===== config.mk =====
export PLATFORM = sky130hd
export DESIGN_NAME = node_port_arbiter
export DESIGN_NICKNAME = d
export VERILOG_FILES = /design/src/rtl/node_port_arbiter.sv
export SDC_FILE = /design/constraint.sdc
export NUM_CORES = 1
export LEC_CHECK = 0
export ABC_AREA = 1
export CAP_MARGIN = 20
export CELL_PAD_IN_SITES_DETAIL_PLACEMENT = 1
export CELL_PAD_IN_SITES_GLOBAL_PLACEMENT = 2
export CORE_MARGIN = 8
export CORE_UTILIZATION = 17
export DETAILED_ROUTE_END_ITERATION = 6
export PLACE_DENSITY_LB_ADDON = 0.1
export SYNTH_ARGS = -nofsm -noshare
export SYNTH_HDL_FRONTEND = slang
export SYNTH_SLANG_ARGS = --single-unit

===== constraint.sdc =====
create_clock -name clk -period 1.8 [get_ports clk]
set_clock_uncertainty 0.05 [all_clocks]
set_input_delay 0.36 -clock clk [delete_from_list [all_inputs] [get_ports clk]]
set_output_delay 0.36 -clock clk [all_outputs]
set_load 0.02 [all_outputs]

===== src/rtl/node_port_arbiter.sv =====
// Round-robin arbiter sharing one node_controller between the two ring inbound
// ports and local injection; forwards each packet to the routed outbound port.
module node_port_arbiter #(
    parameter int DATA_WIDTH = 32,
    parameter int TIMEOUT    = 16
) (
    input  logic                    clk,
    input  logic                    rst_n,
    input  logic [2:0]              in_valid,
    input  logic [3*DATA_WIDTH-1:0] in_data,
    output logic [2:0]              in_ready,
    output logic                    ctl_enable,
    output logic [1:0]              ctl_source_port,
    output logic [DATA_WIDTH-1:0]   ctl_instruction,
    input  logic [1:0]              ctl_route,
    output logic [2:0]              out_valid,
    output logic [DATA_WIDTH-1:0]   out_data,
    input  logic [2:0]              out_ready,
    output logic                    busy,
    output logic                    stall_alarm,
    output logic                    route_err
);

    localparam int CW = $clog2(TIMEOUT + 1);

    typedef enum logic [1:0] {
        IDLE,
        ROUTE,
        CAPTURE,
        SEND
    } state_t;

    state_t                state_q, state_d;
    logic [DATA_WIDTH-1:0] pkt_q;
    logic [1:0]            src_q;
    logic [1:0]            rr_last_q;
    logic [1:0]            route_q;
    logic [CW-1:0]         wait_q;

    logic                  grant;
    logic [1:0]            winner;
    logic [1:0]            scan;
    logic                  send_done;

    function automatic logic [1:0] next_port(input logic [1:0] p);
        return (p == 2'd2) ? 2'd0 : p + 2'd1;
    endfunction

    // Scan starts one past the last winner so every requester is served within three grants.
    // NOTE: every variable written here gets a default first, otherwise a path that skips
    // an assignment would infer a latch.
    always_comb begin
        grant  = 1'b0;
        winner = 2'd0;
        scan   = next_port(rr_last_q);
        for (int k = 0; k < 3; k++) begin
            if (!grant && in_valid[scan]) begin
                grant  = 1'b1;
                winner = scan;
            end
            scan = next_port(scan);
        end
    end

    assign send_done = (state_q == SEND) && out_ready[route_q];

    always_comb begin
        state_d = state_q;
        unique case (state_q)
            IDLE:    if (grant) state_d = ROUTE;
            ROUTE:   state_d = CAPTURE;
            CAPTURE: state_d = (ctl_route == 2'b11) ? IDLE : SEND;
            SEND:    if (send_done) state_d = IDLE;
            default: state_d = IDLE;
        endcase
    end

    // NOTE: sequential state uses non-blocking assignments so every register samples
    // the pre-edge values of the others.
    always_ff @(posedge clk or negedge rst_n) begin
        if (!rst_n) state_q <= IDLE;
        else        state_q <= state_d;
    end

    always_ff @(posedge clk or negedge rst_n) begin
        if (!rst_n) begin
            pkt_q     <= '0;
            src_q     <= 2'd0;
            rr_last_q <= 2'd2;
            route_q   <= 2'd0;
            wait_q    <= '0;
        end else begin
            if (state_q == IDLE && grant) begin
                pkt_q     <= in_data[winner*DATA_WIDTH +: DATA_WIDTH];
                src_q     <= winner;
                rr_last_q <= winner;
            end
            if (state_q == CAPTURE) route_q <= ctl_route;
            // Counter saturates so the alarm stays asserted until the packet leaves.
            if (state_q != SEND || send_done) wait_q <= '0;
            else if (wait_q != CW'(TIMEOUT))  wait_q <= wait_q + 1'b1;
        end
    end

    assign in_ready        = (state_q == IDLE && grant) ? (3'b001 << winner) : 3'b000;
    assign ctl_enable      = (state_q == ROUTE);
    assign ctl_source_port = src_q;
    assign ctl_instruction = pkt_q;
    assign out_valid       = (state_q == SEND) ? (3'b001 << route_q) : 3'b000;
    assign out_data        = pkt_q;
    assign busy            = (state_q != IDLE);
    assign stall_alarm     = (state_q == SEND) && (wait_q == CW'(TIMEOUT));
    assign route_err       = (state_q == CAPTURE) && (ctl_route == 2'b11);

endmodule


**Word-level counts from Yosys, hierarchy flattened**

Index checks and enable logic that the tools add are counted.

- Register bits: 45
- Input port bits: 106
- Output and inout bits: 76
- Logic and storage cells: 67

- Add/subtract/negate cells: 4
- $lt $le $gt $ge: 4
- Eq/ne operators: 12
- Shift operators: 3
- Muxes and demuxes: 25
- Reductions and logical operators: 13

Operators with widths:

| kind | number |
|---|---|
| $shiftx 96x8->32 | 1 |
| $mux 2 | 9 |
| $eq 2x2->1 const B | 6 |
| $lt 2x3->1 const B | 4 |
| $mux 5 | 2 |
| $bmux 1 s2 | 4 |
| $pmux 2 s4 | 1 |
| $mux 1 | 7 |
| $add 2x1->2 const B | 3 |
| $logic_and 1x1->1 | 6 |
| $mux 3 | 2 |
| $ne 2x2->1 const B | 3 |
| $shl 1x2->3 const A | 2 |
| $add 5x1->5 const B | 1 |
| $eq 5x5->1 const B | 1 |
| $ne 5x5->1 const B | 1 |
| $reduce_bool 2->1 | 2 |
| $eq 2x1->1 const B | 1 |
| $logic_not 1->1 | 2 |
| $logic_not 2->1 | 1 |
| $reduce_and 2->1 | 1 |
| $logic_or 1x1->1 | 1 |

**Logic depth before layout (Yosys ltp)**

- Depth in word-level cells: 13
- Gate-level depth with buffers: 14
- Depth with buffers taken out: 13

**Worst setup path before layout**

No wires, ideal clock.

- Kind: register to output
- From: register rr_last_q[1]
- To: output in_ready[0]
- Arrival time: 1,789 ps
- Data required time: 1,390 ps
- Slack: -399 ps
- Stages on the path, launching flop included: 10
- Buffers on the path: 1
- Cells stage by stage: dfstp_2 -> nor2_2 -> nand2_1 -> nand3_4 -> nand2_1 -> nand2_1 -> nand2_2 -> nand2_2 -> buf_2 -> nor3_1

- Longest elaborated chain between the ends: 13
- Elaborated cells between the ends (all ways): 28
- Those cells by class: add/sub: 3; eq/ne: 3; shift: 1; mux: 16; reduce/logical: 5

Ends and longest elaborated chain:

| element | line | text |
|---|---|---|
| from (decl) | 36 | `logic [1:0] rr_last_q;` |
| from (signal assigned) | 96 | `rr_last_q <= winner;` |
| $add 2x1->2 or $eq 2x2->1 (tied branches) | 46 | `return (p == 2'd2) ? 2'd0 : p + 2'd1;` |
| $mux 2 (*) | 46 |  |
| parallel branches: the longest is 10 deep, another holds $add 2x1->2 | n/a |  |
| $mux 3 (*) | 105 | `assign in_ready = (state_q == IDLE && grant) ? (3'b001 << winner) : 3'b000;` |
| to (decl) | 11 | `output logic [2:0] in_ready,` |

Every way passes the cells marked *. The select of a mux whose other input is x is not followed.

**Worst setup path after layout**

Ends and elaborated chain as after synthesis.

==> impl_metrics.csv <==
group,metric,value,unit
floorplanning,io_pins,182,
run,drv_cap,0,
critical_path,crit_type,"flip-flop to output port",
critical_path,crit_end,"in_ready[0]",
timing,fmax,433,MHz
power,power_per_cell_area,1730,nW/um^2
clocking,clkLatencyLatePin,300,ps
route,first_iter_violations,68,
global_routing,grt_use_total,12.4,%
synthesis,synth_cells,452,
critical_path,critical_path_required,1390,ps
global_routing,grt_max_degree,43,
finish,fin_cells,873,
critical_path,critical_path_peak_fanout,7,
finish,fin_util,31.9,%
timing,final-setup-viol-count,35,
critical_path,rr_worst_depth,14,
timing,drv_slew,0,
run_status,status,"finished, violations left",
critical_path,worstSetupStartpointType,"flip-flop",
synthesis,synthesis.nets,560,
critical_path,worstReg2RegStart,"rr_last_q[1]",
global_routing,grt_pass1_wl,21.5,mm
route,vias,3521,
route,wl_per_cell,16.5,microns
floorplanning,dieArea,22900,sq um
clocking,cts_sinks,44,
placed_design,gp_congestion,0.808,
run_status,violations,"setup timing",
floorplanning,core-area,18000,sq um
timing,max_slew_margin,76.3,%
placed_design,dp_cells,849,
critical_path,reg2reg_slack,-430,ps
floorplanning,die_h,151,microns
clocking,cts_made_buffers,5,
power,swShare,47.5,%
clocking,htreeDepth,2,
global_routing,gr-total-overflow,0,
route,drc,0,
critical_path,arrival,1900,ps
route,ant_nets,0,
power,pwr-share-clk,9.8,%
clocking,clock-root-buffer,"clkbuf_16",
timing,worst_pin_slew,354,ps
global_routing,antenna_found_initial,1,
route,wl,14.4,mm
power,leakagePower,0.00275,uW
finish,syn_to_final_growth,83.9,%
power,p_int,5190,uW
placed_design,dp_hpwl,10.8,mm
power,p_switching,4700,uW
timing,post-route-period-util,128,%
floorplanning,initial_utilization,17.4,%
finish,diodes,0,
floorplanning,num_rows,49,
synthesis,ys_seq_area_share,35.4,%
timing,hold_viol,0,
power,p_comb_share,71.2,%
critical_path,cp-end-kind,"output port",
timing,period_needed,2310,ps
route,dr.pass1.iters,4,
synthesis,synth_area,3120,sq um
clocking,cts_tree,"done",
critical_path,worstReg2RegEnd,"ctl_instruction[15]",
floorplanning,die_w,151,microns
power,seqPwrFrac,18.9,%
timing,fin_ws,-507,ps
critical_path,startpoint,"rr_last_q[1]",
power,peakVddDrop,0.000966,V
synthesis,syn_avg_cell_area,6.90,sq um
synthesis,yosysWarnings,0,
finish,drive_gt1_share,21.3,%
synthesis,ys_seq_elements,44,
synthesis,ys_types,30,
placed_design,io_buffer_count,181,
clocking,clock_path_buffers,2,
timing,fin_tns_setup,-14060,ps
power,power,9900,uW
route,vias_per_cell,4.03,
timing,rsz0062_at_grt,"yes",
finish,n_fill_cell,2120,
hold_path,hold_class,"input port to asynchronous set/reset pin",
global_routing,first_global_vias,3910,
finish,nets,751,
timing,hold_slack,342,ps
clocking,path_clk_slew,60,ps
## synth_stat cells, drive strengths merged
| cell type | n | area [sq um] |
|---|---|---|
| nor3 | 4 | 20.0 |
| nor2 | 26 | 110 |
| o211ai | 19 | 143 |
| or2 | 1 | 6.26 |
| o21ai | 6 | 30.0 |
| buf | 48 | 334 |
| nand2 | 135 | 557 |
| xor2 | 1 | 8.76 |
| ha | 2 | 25.0 |
| dfrtp | 43 | 1080 |
| nand3 | 43 | 248 |
| inv | 87 | 334 |
| a21oi | 31 | 155 |
| nand4 | 3 | 31.3 |
| dfstp | 1 | 26.3 |
| a31oi | 1 | 6.26 |
| and3 | 1 | 6.26 |
## how the worst min path moves through the flow
stage          startpoint  slack, ps                  to  cells after the start
2_1_floorplan       rst_n         10  ctl_instruction[0]                      0
3_3_place_gp        rst_n        120          route_q[1]                      1
3_5_place_dp        rst_n        120          route_q[0]                      1
4_1_cts             rst_n        330          route_q[0]                      2
5_1_grt             rst_n        340          route_q[0]                      2
6_report            rst_n        340          route_q[0]                      2
## power groups by stage
stage               Combinational (uW)  Sequential (uW)  Clock, uW
floorplan                         3410             2240          0
global placement                  6320             1870          0
detailed placement                6400             1890          0
CTS                               6940             1890       1040
global route                      7710             1960       1060
finish                            7050             1870        973
## placed cells by master (no fill, tap or decap), drive strengths merged, types with 3 or more instances in the layout
cell and instances:
dfrtp 43, dlymetal6s2s 5, clkbuf 9, nor3 4, o21ai 6, a21oi 31
nand3 43, buf 57, inv 87, nand4 3, o211ai 19, clkdlybuf4s50 164
nor2 26, nand2 135
## metrics by stage
step	worst slack (ps)	cell area (sq um)
floorplan	-132	3140
global placement	-806	5190
detailed placement	-902	5190
CTS	-496	5580
global route	-593	5730
finish	-507	5730
## kinds of logic (layout without fill, tap and decap cells)
| family | count (synthesis) | in the layout | share of synthesized area (%) |
|---|---|---|---|
| AOI/OAI and AO/OA | 57 | 57 | 10.7 |
| DFF | 44 | 44 | 35.4 |
| xor gates and xnor gates | 1 | 1 | 0.281 |
| buffers and inverters | 135 | 327 | 21.4 |
| adders and majority gates | 2 | 2 | 0.803 |
| and+or+nand+nor | 213 | 213 | 31.4 |
## worst max-delay path, cell delays in order, from the launching register on
cell     delay [ps]
dfstp_2         670
nand2_2         130
nand3_1         120
nand2_2          70
nand2_2          80
nand2_2          60
nand2_2         100
nand2_4          80
nor3_4          140
buf_6           140
## routing by layer
layer	vias to the layer above	wire length [microns]	global-route usage, %
li1	1748	-	-
met1	1662	5760	13.4
met2	99	7360	22.4
met3	10	1100	4.42
met4	2	138	2.97
met5	-	9	0
## state kept, by name, indices dropped and copies added (netlist names)
signal / flops
rr_last_q: 1
route_q: 2
ctl_instruction: 32
state_q: 2
wait_q: 5
ctl_source_port: 2
## repair_timing
item                                    CTS  global route
gates resized for setup                  68            44
pin swaps                                14            13
hold endpoints to repair                  2             0
endpoints found under the setup margin   45            50
hold buffers                              1             0
cloned                                    1             0
buffers inserted                         11             5
## cell type report
| type | instances | area (sq um) | share of cell area, % |
|---|---|---|---|
| Clock inverter | 2 | 10.0 | 0.175 |
| Inverter | 87 | 355 | 6.20 |
| Sequential cell | 44 | 1100 | 19.3 |
| Tap cell | 229 | 287 | 5.00 |
| Clock buffer | 6 | 139 | 2.42 |
| Multi-Input combinational cell | 273 | 1520 | 26.5 |
| Timing Repair Buffer | 232 | 2320 | 40.4 |
Power figures use the tool's default switching activity.
==> edit 1, RTL diff (same flow settings) <==
Encoding of `state_t`: now one-hot (4 bits for 4 states).
--- a/src/rtl/node_port_arbiter.sv
+++ b/src/rtl/node_port_arbiter.sv
@@ -25,7 +25,7 @@
 
-    typedef enum logic [1:0] {
-        IDLE,
-        ROUTE,
-        CAPTURE,
-        SEND
+    typedef enum logic [3:0] {
+        IDLE    = 4'b0001,
+        ROUTE   = 4'b0010,
+        CAPTURE = 4'b0100,
+        SEND    = 4'b1000
     } state_t;
Check against the original RTL: no difference found for any inputs over 10 cycles, from zero or initial values and one cycle with rst_n low; not proved beyond that.
==> edit 1 against the original RTL <==
- the flow finishes with violations (negative hold slack, negative setup slack)
- design area increased by 2.0%
- synthesized area grew 3.6%
- critical path depth increased by 1
- highest routed layer unchanged
- setup slack improved by 0.0049 ns
- utilization down 0.55 points
- sequential cell count is 2 higher
- routed wire length rose by 3.9%
- synthesized cell count down 4.6%
Power is left out: it rests on default switching activity, and per cell area and clock period it moved more than threefold.
==> edit 1: results (changes against the original RTL) <==
status complete, but fails checks; failing checks negative hold slack, negative setup slack; Data buffer area share 0.408 (+0.00412); final number of hold-violating endpoints 1 (+1); xor and xnor area share after synthesis 0.00543 (+0.00262); GRT met3 Usage 0.0460 (+0.00175); PnR worst setup slack -0.502 ns (+0.00485 ns); Crit Reg-Reg Endpoint ctl_instruction[10]; synth unique cells 34 (+13%); gp weighted congestion 0.770 (-4.7%); Syn Nets 539 (-3.8%); setup violators final 42 (+20%); Worst setup endpoint in_ready[2]; clk sink count 46 (+4.5%); setup_tns -14.32 ns (-0.266 ns); met2 Use GR 0.230 (+0.00509); placed instance count 834 (-1.8%); Syn Inst Count 431 (-4.6%); Post-synth top cells nand2_1, nand3_1, inv_1; met1 Usage GRT 0.140 (+0.00588); Slew @ Worst Pin 0.460 ns (+0.106 ns); Clock-cell share 0.0289 (+0.00292); layout cell share with drive strength beyond 1 0.207 (-0.00540); Buffers, non-clock 242 (+4.3%); multi-input gates 278 (+1.8%); largest net degree at the start of global routing 47 (+9.3%); initial antenna violation count 2 (+1); nets 735 (-2.1%); Compound-Gate Fraction of Synth Area 0.0291 (-0.0781); worst r2r path cells 12 (-2); routed wl met2 7650 um (+3.9%); Min Hold Slack -0.00419 ns (-0.346 ns); initial detailed-routing violation count 93 (+37%); Largest delay share family, worst path flip-flops; reg2reg setup slack -0.38 ns (+0.05 ns)
edit 1: cell types whose count changed after synthesis, moves of 4 or more:
cell and change:
a21oi_1 -27, buf_2 -4, buf_6 +6, inv_1 -30, nand2_1 -8, nand2_2 -8, nand3_1 +36, nand3_2 +7
nand3b_1 +32, nor2_1 -13, o211ai_1 -17
edit 1: worst min path at each step:
stage	endpoint	slack, ns	cells past startpoint
3_3_place_gp	route_q[1]	0.33	2
6_report	route_q[1]	-0.004	2
4_1_cts	route_q[1]	0.002	2
2_1_floorplan	ctl_instruction[0]	0.01	0
3_5_place_dp	route_q[1]	0.33	2
5_1_grt	route_q[1]	0.02	2
edit 1: stage by stage:
step	instance area, um2	worst slack, ns
2_1_floorplan	3250	-0.213
3_3_place_gp	5310	-0.933
6_report	5850	-0.502
5_1_grt	5850	-0.587
3_5_place_dp	5310	-0.965
4_1_cts	5700	-0.528
edit 1: repair_timing:
item                       in CTS  in global routing
setup buffers                  15                  8
setup endpoints to repair      47                 47
pin swaps                       8                 14
gates resized for setup        89                 27
==> edit 2, RTL diff (config.mk and constraints unchanged) <==
Without the edit above. Set the parameter `DATA_WIDTH` to 16 (it was 32).
--- a/src/rtl/node_port_arbiter.sv
+++ b/src/rtl/node_port_arbiter.sv
@@ -3,3 +3,3 @@
 module node_port_arbiter #(
-    parameter int DATA_WIDTH = 32,
+    parameter int DATA_WIDTH = 16,
     parameter int TIMEOUT    = 16
Interface: changed (resized ctl_instruction, in_data and out_data); port bits go from 182 to 102. No check against the original RTL was run, so the function may have changed too.
==> edit 2 against the original RTL <==
- the run still ends with negative setup slack left
- setup slack improved by 0.059 ns
- maximum frequency is 2.6% higher
- via count shrank 38%
- power down 37%
- design area is 36% lower
- synthesized cell count shrank 38%
- routed wire length fell by 44%
- synthesized area fell by 36%
- worst hold slack improved by 0.059 ns
- sequential share of layout area up 0.053 points
- sequential cell count is 16 lower
- cell count fell by 37%
- sequential power is 38% lower
- critical path type unchanged
- largest cell class unchanged
- largest power group unchanged
==> edit 2: results (changes against the original RTL) <==
status complete, but fails checks; failing checks negative setup slack; Compound-Gate Fraction of Synth Area 0.132 (+0.0247); synth unique cells 28 (-6.7%); Worst-Skew Late Latency 0.27 ns (-0.03 ns); gp weighted congestion 0.773 (-4.3%); Avg WL per Cell 14.7 um (-11%); worst r2r path cells 11 (-3); peak supply drop 0.576 mV (-40%); number of flip-flops in the largest register 16 (-50%); Slew HR 0.835 (+0.0715); ranking of synthesized cells by area dfrtp_1, nand2_1, inv_1; first-pass GRT wire length 13200 um (-38%); initial detailed-routing violation count 69 (+1.5%); initial antenna violation count 0 (-1); nets 469 (-38%); post-synthesis sequential area ratio 0.351 (-0.00305); fill cell count 1372 (-35%); WL final 8100 um (-44%); xor and xnor area share after synthesis 0.00875 (+0.00594); placed instance count 535 (-37%); PnR worst setup slack -0.448 ns (+0.0591 ns); setup violators final 20 (-43%); via count 2176 (-38%); DP Worst Slack -0.853 ns (+0.0492 ns); leak pwr 1.77 nW (-36%); crit-path max FO 6 (-1); layout cell share with drive strength beyond 1 0.275 (+0.0618)
[edit 2: changes by cell type after synthesis, sizes merged, moves of 10 or more]
cell | before | now
nand2 | 135 | 70
inv | 87 | 61
buf | 48 | 23
a21oi | 31 | 11
dfrtp | 43 | 27
nand3 | 43 | 27
o21ai | 6 | 16
[edit 2: power by group]
group / internal [mW] / switching (mW)
logic: 2.20 / 2.36
clock network: 0.305 / 0.244
registers: 0.915 / 0.243
total: 3.42 / 2.85
[edit 2: routing by layer]
metal  global-route usage  vias to the layer above  part of all wire
li1                     -                     1108                 -
met1                0.125                     1003              0.45
met2                0.176                       61              0.48
met3               0.0323                        4             0.065
met4               0.0262                        0             0.010
met5                    0                        -                 0
[edit 2: area by class of cell]
cell class / count / area (um2) / share of cell area
Clock buffer: 4 / 78.8 / 0.0216
Inverter: 61 / 236 / 0.0649
Timing Repair Buffer: 148 / 1450 / 0.398
Multi-Input combinational cell: 167 / 996 / 0.273
Tap cell: 143 / 179 / 0.0491
Sequential cell: 28 / 703 / 0.193
[edit 2: worst paths after layout]
| check | startpoint | endpoint | slack (ns) |
|---|---|---|---|
| worst max-delay path | rr_last_q[1] | in_ready[1] | -0.45 |
| worst min-delay path | rst_n | route_q[0] | 0.40 |
| worst max register to register | rr_last_q[1] | ctl_instruction[0] | -0.33 |
| worst min register to register | ctl_source_port[1] | ctl_source_port[1] | 0.44 |
| max in group asynchronous | rst_n | rr_last_q[1] | 1.05 |
| min in group clk | ctl_source_port[1] | ctl_source_port[1] | 0.44 |
[edit 2: what timing repair did]
action | 4_1_cts | 5_1_grt
endpoints found under the setup margin | 28 | 27
pin swaps | 5 | 11
resized for setup | 55 | 36
buffers inserted | 6 | 5
cloned | 2 | 0
